===== src/rtl/mycpu_pkg.sv =====
// Shared encodings for the MEM pipeline stage: access sizes, stage states, datapath widths.
package mycpu_pkg;

    localparam int unsigned DATA_W_32 = 32;
    localparam int unsigned DATA_W_64 = 64;

    localparam logic [1:0] MEM_SIZE_W = 2'b00;
    localparam logic [1:0] MEM_SIZE_B = 2'b01;
    localparam logic [1:0] MEM_SIZE_H = 2'b10;
    localparam logic [1:0] MEM_SIZE_D = 2'b11;

    typedef enum logic [1:0] {
        MS_EMPTY = 2'd0,
        MS_EXEC  = 2'd1,
        MS_WAIT  = 2'd2
    } ms_state_e;

endpackage


===== src/rtl/load_align.sv =====
// Selects the addressed lane of a memory read word and zero/sign-extends it to DATA_W.
module load_align
    import mycpu_pkg::*;
#(
    parameter int unsigned DATA_W = 32,
    localparam int unsigned OFF_W = (DATA_W == DATA_W_64) ? 3 : 2
) (
    input  logic [DATA_W-1:0] i_rdata,
    input  logic [OFF_W-1:0]  i_offset,
    input  logic [1:0]        i_mem_size,
    input  logic              i_sign_ext,
    output logic [DATA_W-1:0] o_value
);

    logic [OFF_W-1:0]  w_off_mask;
    logic [OFF_W-1:0]  w_lane_off;
    logic [DATA_W-1:0] w_shifted;
    logic [DATA_W-1:0] w_low_mask;
    logic              w_msb;

    // Misaligned offsets are truncated to the access size rather than trapped.
    always_comb begin
        w_off_mask = '0;
        w_low_mask = '1;
        unique case (i_mem_size)
            MEM_SIZE_B: begin
                w_off_mask = '1;
                w_low_mask = DATA_W'(8'hFF);
            end
            MEM_SIZE_H: begin
                w_off_mask = ~OFF_W'(1);
                w_low_mask = DATA_W'(16'hFFFF);
            end
            MEM_SIZE_W: begin
                w_off_mask = ~OFF_W'(3);
                w_low_mask = DATA_W'(32'hFFFF_FFFF);
            end
            default: begin
                w_off_mask = '0;
                w_low_mask = '1;
            end
        endcase
    end

    assign w_lane_off = i_offset & w_off_mask;
    assign w_shifted  = i_rdata >> {w_lane_off, 3'b000};

    always_comb begin
        w_msb = w_shifted[DATA_W-1];
        unique case (i_mem_size)
            MEM_SIZE_B: w_msb = w_shifted[7];
            MEM_SIZE_H: w_msb = w_shifted[15];
            MEM_SIZE_W: w_msb = w_shifted[31];
            default:    w_msb = w_shifted[DATA_W-1];
        endcase
    end

    assign o_value = (w_shifted & w_low_mask) | ((i_sign_ext & w_msb) ? ~w_low_mask : '0);

endmodule


===== src/rtl/mem_stage_pipe.sv =====
// MEM pipeline stage: holds one instruction, waits for its load response, aligns it and
// forwards the result to WB and ID; responses orphaned by a flush are counted and dropped.
module mem_stage_pipe
    import mycpu_pkg::*;
#(
    parameter int unsigned DATA_W = 32,
    parameter int unsigned DROP_W = 2
) (
    input  logic              clk,
    input  logic              resetn,
    input  logic              es_to_ms_valid,
    input  logic [31:0]       es_pc,
    input  logic [DATA_W-1:0] es_result,
    input  logic [4:0]        es_dest,
    input  logic              es_gr_we,
    input  logic              es_load,
    input  logic              es_req_sent,
    input  logic [1:0]        es_mem_size,
    input  logic              es_sign_ext,
    input  logic              data_data_ok,
    input  logic [DATA_W-1:0] data_rdata,
    input  logic              flush,
    input  logic              ws_allowin,
    output logic              ms_allowin,
    output logic              ms_to_ws_valid,
    output logic [31:0]       ws_pc,
    output logic [DATA_W-1:0] ws_result,
    output logic [4:0]        ws_dest,
    output logic              ws_gr_we,
    output logic              fwd_valid,
    output logic              fwd_stall,
    output logic [4:0]        fwd_dest,
    output logic [DATA_W-1:0] fwd_result
);

    localparam int unsigned OFF_W  = (DATA_W == DATA_W_64) ? 3 : 2;
    localparam int unsigned SUM_W  = DROP_W + 1;
    localparam logic [SUM_W-1:0] DROP_MAX = SUM_W'({DROP_W{1'b1}});

    ms_state_e         r_state;
    ms_state_e         w_state_nxt;
    logic [DROP_W-1:0] r_drop;
    logic [DROP_W-1:0] w_drop_nxt;
    logic [SUM_W-1:0]  w_drop_sum;

    logic [31:0]       r_pc;
    logic [DATA_W-1:0] r_result;
    logic [4:0]        r_dest;
    logic              r_gr_we;
    logic              r_load;
    logic [1:0]        r_mem_size;
    logic              r_sign_ext;
    logic [DATA_W-1:0] r_ld_data;

    logic              w_ready_go;
    logic              w_accept;
    logic              w_capture;
    logic              w_drop_zero;
    logic              w_inc_wait;
    logic              w_inc_ex;
    logic              w_dec;
    logic [DATA_W-1:0] w_ld_val;

    assign w_drop_zero = (r_drop == '0);
    assign w_ready_go  = (r_state == MS_EXEC);
    assign ms_allowin  = w_drop_zero & ((r_state == MS_EMPTY) | (w_ready_go & ws_allowin));
    assign w_accept    = es_to_ms_valid & ms_allowin & ~flush;
    assign w_capture   = (r_state == MS_WAIT) & data_data_ok & w_drop_zero;

    // Each flushed request still owes a response; those responses must be swallowed.
    assign w_inc_wait = flush & (r_state == MS_WAIT) & ~data_data_ok;
    assign w_inc_ex   = flush & es_to_ms_valid & es_load & es_req_sent;
    assign w_dec      = data_data_ok & ~w_drop_zero;

    always_comb begin
        w_state_nxt = r_state;
        w_drop_sum  = SUM_W'(r_drop) + SUM_W'(w_inc_wait) + SUM_W'(w_inc_ex) - SUM_W'(w_dec);
        w_drop_nxt  = (w_drop_sum > DROP_MAX) ? DROP_W'(DROP_MAX) : DROP_W'(w_drop_sum);

        if (flush) begin
            w_state_nxt = MS_EMPTY;
        end else if (w_accept) begin
            w_state_nxt = (es_load & es_req_sent) ? MS_WAIT : MS_EXEC;
        end else begin
            unique case (r_state)
                MS_EMPTY: w_state_nxt = MS_EMPTY;
                MS_WAIT:  w_state_nxt = w_capture ? MS_EXEC : MS_WAIT;
                MS_EXEC:  w_state_nxt = ws_allowin ? MS_EMPTY : MS_EXEC;
                default:  w_state_nxt = MS_EMPTY;
            endcase
        end
    end

    always_ff @(posedge clk or negedge resetn) begin
        if (!resetn) begin
            r_state <= MS_EMPTY;
            r_drop  <= '0;
        end else begin
            r_state <= w_state_nxt;
            r_drop  <= w_drop_nxt;
        end
    end

    // Payload registers carry no reset; the state register qualifies them.
    always_ff @(posedge clk) begin
        if (w_accept) begin
            r_pc       <= es_pc;
            r_result   <= es_result;
            r_dest     <= es_dest;
            r_gr_we    <= es_gr_we;
            r_load     <= es_load;
            r_mem_size <= es_mem_size;
            r_sign_ext <= es_sign_ext;
        end
        if (w_capture) begin
            r_ld_data <= w_ld_val;
        end
    end

    load_align #(
        .DATA_W (DATA_W)
    ) u_load_align (
        .i_rdata    (data_rdata),
        .i_offset   (r_result[OFF_W-1:0]),
        .i_mem_size (r_mem_size),
        .i_sign_ext (r_sign_ext),
        .o_value    (w_ld_val)
    );

    assign ms_to_ws_valid = (r_state == MS_EXEC);
    assign ws_pc          = r_pc;
    assign ws_result      = r_load ? r_ld_data : r_result;
    assign ws_dest        = r_dest;
    assign ws_gr_we       = r_gr_we;
    assign fwd_valid      = (r_state != MS_EMPTY) & r_gr_we & (r_dest != 5'd0);
    assign fwd_stall      = (r_state == MS_WAIT);
    assign fwd_dest       = r_dest;
    assign fwd_result     = ws_result;

endmodule


===== config.mk =====
export PLATFORM = sky130hd
export DESIGN_NAME = mem_stage_pipe
export DESIGN_NICKNAME = d
export VERILOG_FILES = /design/src/rtl/mycpu_pkg.sv /design/src/rtl/load_align.sv /design/src/rtl/mem_stage_pipe.sv
export SDC_FILE = /design/constraint.sdc
export NUM_CORES = 1
export LEC_CHECK = 0
export BUFFER_PORTS_ARGS = -buffer_cell sky130_fd_sc_hd__buf_2
export CORE_ASPECT_RATIO = 1.4
export CORE_MARGIN = 2
export CORE_UTILIZATION = 41
export CTS_CLUSTER_SIZE = 28
export DETAILED_ROUTE_END_ITERATION = 6
export PLACE_DENSITY = 0.82
export SETUP_SLACK_MARGIN = 0.15
export SLEW_MARGIN = 25
export SYNTH_ARGS = -nofsm -noshare
export SYNTH_HDL_FRONTEND = slang
export SYNTH_HIERARCHICAL = 1
export SYNTH_SLANG_ARGS = --single-unit

===== constraint.sdc =====
create_clock -name clk -period 6.6 [get_ports clk]
set_input_delay 1.32 -clock clk [delete_from_list [all_inputs] [get_ports clk]]
set_output_delay 1.32 -clock clk [all_outputs]
set_load 0.01 [all_outputs]

**After elaboration in Yosys (flattened, before gate mapping)**

Cells that the tools add are included.
W data, S select, Z words.

- $add $sub $neg: 3
- Bitwise operators: 24
- $mul: 0
- Div/mod/pow operators: 0
- Shift-type cells: 1
- Reductions and logical operators: 4
- Eq/ne operators: 4
- Magnitude comparators: 1
- Mux-type cells: 12

Operator list:

| kind | number |
|---|---|
| $mux W32 | 2 |
| $pmux W32 S2 | 1 |
| $and A32 B32 Y32 | 1 |
| $not A32 Y32 | 1 |
| $or A32 B32 Y32 | 1 |
| $shr A32 B5 Y32 | 1 |
| $and A1 B1 Y1 | 16 |
| $mux W2 | 5 |
| $pmux W2 S2 | 2 |
| $reduce_bool A5 Y1 | 1 |
| $eq A2 B1 Y1 const B | 2 |
| $eq A2 B2 Y1 const B | 2 |
| $logic_not A2 Y1 | 2 |
| $add A2 B1 Y3 | 1 |
| $add A3 B1 Y3 | 1 |
| $gt A3 B2 Y1 const B | 1 |
| $not A1 Y1 | 3 |
| $sub A3 B1 Y3 | 1 |
| $and A2 B2 Y2 | 1 |
| $pmux W1 S2 | 1 |
| $reduce_bool A2 Y1 | 1 |
| $mux W1 | 1 |
| $or A1 B1 Y1 | 1 |

- Bits in read-only memories: 0
- Output and inout bits: 111
- Register bits after elaboration: 110
- Bits of input ports: 113
- Memories kept: 0
- RAM bits: 0
- Latch bits: 0

**Logic depth before layout (Yosys ltp)**

- Depth after elaboration: 8
- Depth in mapped cells: 9
- Depth with buffers taken out: 8

**Modules after synthesis**

The synthesis kept the hierarchy.

Modules (own cells, without submodules):

| module | seq. area each (um^2) | area each (um^2) | cells an instance | times used |
|---|---|---|---|---|
| mem_stage_pipe | 3,283.1 | 4,190.3 | 216 | 1 |
| load_align | 0.0 | 739.5 | 108 | 1 |

**Worst setup path before layout**

No wires, ideal clock.

- Path type: input to register
- Start: input es_to_ms_valid
- End: register r_dest[0] (netlist: fwd_dest[0]) (enable)
- Required time: 6,002 ps
- Setup time: 598 ps
- Slack: -730 ps
- Data arrival time: 6,732 ps
- Buffers on the path: 0
- Stages on the path: 2
- Path through: or3b_4 nor3_1

- Cells in the longest elaborated chain, start to end: 2

Ends and longest elaborated chain:

| what | line | RTL |
|---|---|---|
| start, declared | mem_stage_pipe.sv:11 | `input logic es_to_ms_valid,` |
| $and A1 B1 Y1 (2 in series) | mem_stage_pipe.sv:67 | `assign w_accept = es_to_ms_valid & ms_allowin & ~flush;` |
| named net w_accept | mem_stage_pipe.sv:56 | `logic w_accept;` |
| end signal, assigned | mem_stage_pipe.sv:109 | `r_dest <= es_dest;` |
| end, declared | mem_stage_pipe.sv:48 | `logic [4:0] r_dest;` |

The timed path passes the listed nets, and every way through them passes these cells.
A chain may end at the register's enable or synchronous reset.

**Final worst setup path**

- Start: input ws_allowin
- End: output ms_allowin

- Cells in the longest elaborated chain, start to end: 3

Ends and longest elaborated chain:

| what | line | RTL |
|---|---|---|
| start, declared | mem_stage_pipe.sv:23 | `input logic ws_allowin,` |
| $and A1 B1 Y1 | mem_stage_pipe.sv:66 | `assign ms_allowin = w_drop_zero & ((r_state == MS_EMPTY) \| (w_ready_go & ws_allowin));` |
| $or A1 B1 Y1 | mem_stage_pipe.sv:66 |  |
| $and A1 B1 Y1 | mem_stage_pipe.sv:66 |  |
| end, declared | mem_stage_pipe.sv:24 | `output logic ms_allowin,` |

Every way passes these cells.

==> flow_summary.toml <==
[synth]
synthesized_area_fraction_occupied_by_adder_cells = 0.02335
synth.ff_latch_count = 110
post_synth_edffs = 106
postSynthAreaPerCell_um2 = 15.22
netlist.area_leader.share = 0.6457
synth_top_family_by_area = "multiplexers"
syn_area_um2 = 4930
synth.top_cells.by_area = "sky130_fd_sc_hd__edfxtp_1 65%, sky130_fd_sc_hd__mux2_2 7.5%, sky130_fd_sc_hd__buf_4 5.6%"
synth.lib_cells_used.distinct = 42
synth_simple_gate_area_frac = 0.05812
most_area_hungry_cell_type_in_the_yosys_netlist = "sky130_fd_sc_hd__edfxtp_1"
syn_inst = 324
synth_compound_area_frac = 0.07386
synth_nets = 445
postSynth.topFlopCell = "sky130_fd_sc_hd__edfxtp_1"
ys_seq_area_frac = 0.6660
synthMuxAreaShare = 0.09924
synth_async_sr_flop_share = 0.03636
ys_warn_count = 6
synth_xor_xnor_area_share = 0.001777

[cells_and_area]
drive_above_1_share = 0.5562
nFillCells = 1021
layout.nets = 632
area_added_between_synthesis_and_finish_pct = 25.41

[cts]
cts_inserted_buffers = 9
postCtsSetupRepairBufs = 0
number_of_cells_upsized_or_downsized_after_cts = 0
postCtsHoldBufs = 0
clock_sink_count = 110
cts_tree = "yes"
clk_transition_reported_paths_ns = 0.07
clk_path_buf_depth = 2
h_tree_depth = 3
cell_at_the_root_of_the_clock_tree = "sky130_fd_sc_hd__clkbuf_16"
insertion_delay_ns = 0.34

[setup_path]
critical_path_capture_point_type = "output pin"
cp_data_required_time_ns = 5.28
cp-start-kind = "input port"
r2r_slack_ns = 4.07
critical_path.max_fanout = 6
rr_startpoint = "r_mem_size[0]"
last_element_of_the_critical_path = "ms_allowin"
critical_path.startpoint = "ws_allowin"
worst_ep_arrival_time_ns = 2.08
reg2regPathDepth = 7
regToRegEndpoint = "r_ld_data[15]"
worst-setup-path-type = "input port to output pin"

[power]
leakage_uw = 0.002605
irDropWorstVdd_mv = 0.1333
power-per-cell-area_nw_per_um2 = 239.6

[floorplanning]
chipWidth_um = 96.68
top_level_ports = 224
core_region_area_um2 = 11760
initial_utilization = 0.4191
num_rows = 47
die_area_um2 = 12930
die_height_um = 133.7

[timing]
whs_ns = 0.6725
final.setup.tns_ns = 0
fin_crit_sh = 0.5156
hold_violations = 0
setup_ws_ns = 3.197
report.final.setup_viol = 0
grt_setup_unrepaired = "false"
max_clock_freq_mhz = 293.8
fin_worst_skew_ns = 0.009538
slew_violations = 0
worst_slew_margin_rel = 0.3638
worst_slew_pin_slew_ns = 0.9543
period_needed_ns = 3.403

[drt]
drt_wl_total_mm = 11.92
dr_total_vias = 3455
antenna_left = 0
routedWlPerCell_um = 17.95
drtPass1Iterations = 6
route.detailed.drc = 0
detailedRoute.firstIterationViolations = 204
detail_route.vias_per_cell = 5.203

[grt]
pin_count_of_the_biggest_net_entering_global_routing = 75
initial_antenna_violation_count = 3
global_route_wire_length_before_repair_mm = 17.96
grt_pass1_vias = 3596
grt.overflow.total = 0
grtUsageTotal = 0.1791

[run_status]
result_of_the_run = "complete, no violations"

[placed_design]
place_ws_ns = 3.185
hpwl_after_detailed_placement_mm = 9.041
finalWeightedCongestion = 0.9045
place.port_buffers = 223

[run]
drv.max_cap_violation_count = 0

[worst_hold_path]
min_delay_path_class = "flip-flop to flip-flop"
registers in the layout, indices dropped and copies added, names as in the netlist:
name and flops:
r_ld_data 32, r_drop 2, r_result 32, ws_pc 32, r_sign_ext 1, r_mem_size 2, fwd_dest 5, ws_gr_we 1
r_load 1, r_state 2
cells in the mapped netlist (2+ instances only):
master	instances
sky130_fd_sc_hd__a211oi_1	7
sky130_fd_sc_hd__a211oi_2	2
sky130_fd_sc_hd__a21oi_1	14
sky130_fd_sc_hd__a21oi_2	2
sky130_fd_sc_hd__a221oi_1	6
sky130_fd_sc_hd__and3_1	9
sky130_fd_sc_hd__buf_2	6
sky130_fd_sc_hd__buf_4	37
sky130_fd_sc_hd__buf_6	3
sky130_fd_sc_hd__clkbuf_1	3
sky130_fd_sc_hd__dfrtp_1	4
sky130_fd_sc_hd__edfxtp_1	106
sky130_fd_sc_hd__fa_1	2
sky130_fd_sc_hd__ha_1	6
sky130_fd_sc_hd__inv_1	8
sky130_fd_sc_hd__mux2_1	2
sky130_fd_sc_hd__mux2_2	33
sky130_fd_sc_hd__mux2i_1	8
sky130_fd_sc_hd__nand2_1	19
sky130_fd_sc_hd__nand2_4	2
sky130_fd_sc_hd__nand2b_1	3
sky130_fd_sc_hd__nor2_1	2
sky130_fd_sc_hd__nor2b_1	3
sky130_fd_sc_hd__nor3_1	2
sky130_fd_sc_hd__o21ai_0	17
sky130_fd_sc_hd__or3_1	2
metal layers:
metal	up-vias	GRT usage	routed length, µm
met5	-	0	25
met4	4	0.1002	478
met3	33	0.06453	1112
met2	195	0.3102	6154
met1	1658	0.1881	4146
li1	1565	-	-
stage by stage:
step           utilization  instance area [µm²]  std cells  total power [µW]
6_report            0.5256                 6182        664              1481
2_1_floorplan            -                 4935        324             922.6
3_3_place_gp        0.5019                 5903        647             984.6
5_1_grt             0.5256                 6182        664              1540
4_1_cts             0.5252                 6177        663              1495
3_5_place_dp        0.5019                 5903        647             996.1
worst max-delay path, cell delays in order:
cell and delay (ns):
sky130_fd_sc_hd__buf_2 0.10, sky130_fd_sc_hd__a21oi_1 0.42, sky130_fd_sc_hd__nor3_1 0.08, sky130_fd_sc_hd__buf_2 0.16
power by group:
| part | switching, µW | internal (µW) | leakage (µW) |
|---|---|---|---|
| combinational | 91.9 | 77.7 | 0.00147 |
| sequential | 15.7 | 795 | 0.00101 |
| clock | 244 | 257 | 0.000128 |
worst min-delay path by stage:
stage,slack (ns),endpoint,depth (start not counted),from
floorplan,0.59,r_drop[0],2,r_drop[1]
global placement,0.62,r_drop[1],2,r_drop[1]
detailed placement,0.65,r_drop[1],2,r_drop[1]
CTS,0.67,r_drop[1],2,r_drop[1]
global route,0.72,r_drop[1],2,r_drop[1]
finish,0.67,r_drop[1],2,r_drop[1]
layout by cell type (no fill, tap or decap), types with 2 or more instances in the layout:
| cell | netlist | routed |
|---|---|---|
| sky130_fd_sc_hd__and3_1 | 9 | 9 |
| sky130_fd_sc_hd__buf_4 | 37 | 2 |
| sky130_fd_sc_hd__nor2_1 | 2 | 2 |
| sky130_fd_sc_hd__a21oi_1 | 14 | 14 |
| sky130_fd_sc_hd__a221oi_1 | 6 | 6 |
| sky130_fd_sc_hd__mux2_1 | 2 | 2 |
| sky130_fd_sc_hd__mux2i_1 | 8 | 8 |
| sky130_fd_sc_hd__nand2b_1 | 3 | 3 |
| sky130_fd_sc_hd__or3_1 | 2 | 2 |
| sky130_fd_sc_hd__a211oi_1 | 7 | 7 |
| sky130_fd_sc_hd__mux2_2 | 33 | 33 |
| sky130_fd_sc_hd__ha_1 | 6 | 6 |
| sky130_fd_sc_hd__edfxtp_1 | 106 | 106 |
| sky130_fd_sc_hd__inv_6 | 0 | 2 |
| sky130_fd_sc_hd__clkinv_1 | 0 | 2 |
| sky130_fd_sc_hd__inv_1 | 8 | 8 |
| sky130_fd_sc_hd__a211oi_2 | 2 | 2 |
| sky130_fd_sc_hd__dfrtp_1 | 4 | 4 |
| sky130_fd_sc_hd__a21oi_2 | 2 | 2 |
| sky130_fd_sc_hd__nand2_1 | 19 | 19 |
| sky130_fd_sc_hd__clkbuf_16 | 0 | 9 |
| sky130_fd_sc_hd__clkinvlp_4 | 0 | 2 |
| sky130_fd_sc_hd__o21ai_0 | 17 | 17 |
| sky130_fd_sc_hd__buf_2 | 6 | 223 |
| sky130_fd_sc_hd__fa_1 | 2 | 2 |
| sky130_fd_sc_hd__nor2b_1 | 3 | 2 |
| sky130_fd_sc_hd__nand2_4 | 2 | 2 |
cells by family after synthesis:
logic type	Yosys count
AND/OR/NAND/NOR	50
multiplexers	44
buffers and inverters	57
AO/OA/AOI/OAI	54
adder cells (fa/ha/maj)	8
flip-flops	110
XOR/XNOR	1
area by class of cell:
type,instances,area [µm²],share of cell area
antenna,1,2.502,0.0004048
clock buffer,9,225.2,0.03643
clock inverter,7,48.80,0.007893
inverter,8,30.03,0.004857
multi-input combinational,157,1277,0.2066
sequential,110,3283,0.5311
tap,147,183.9,0.02975
timing repair buffer,225,1131,0.1830
No activity file was read; power rests on OpenSTA's default activity.
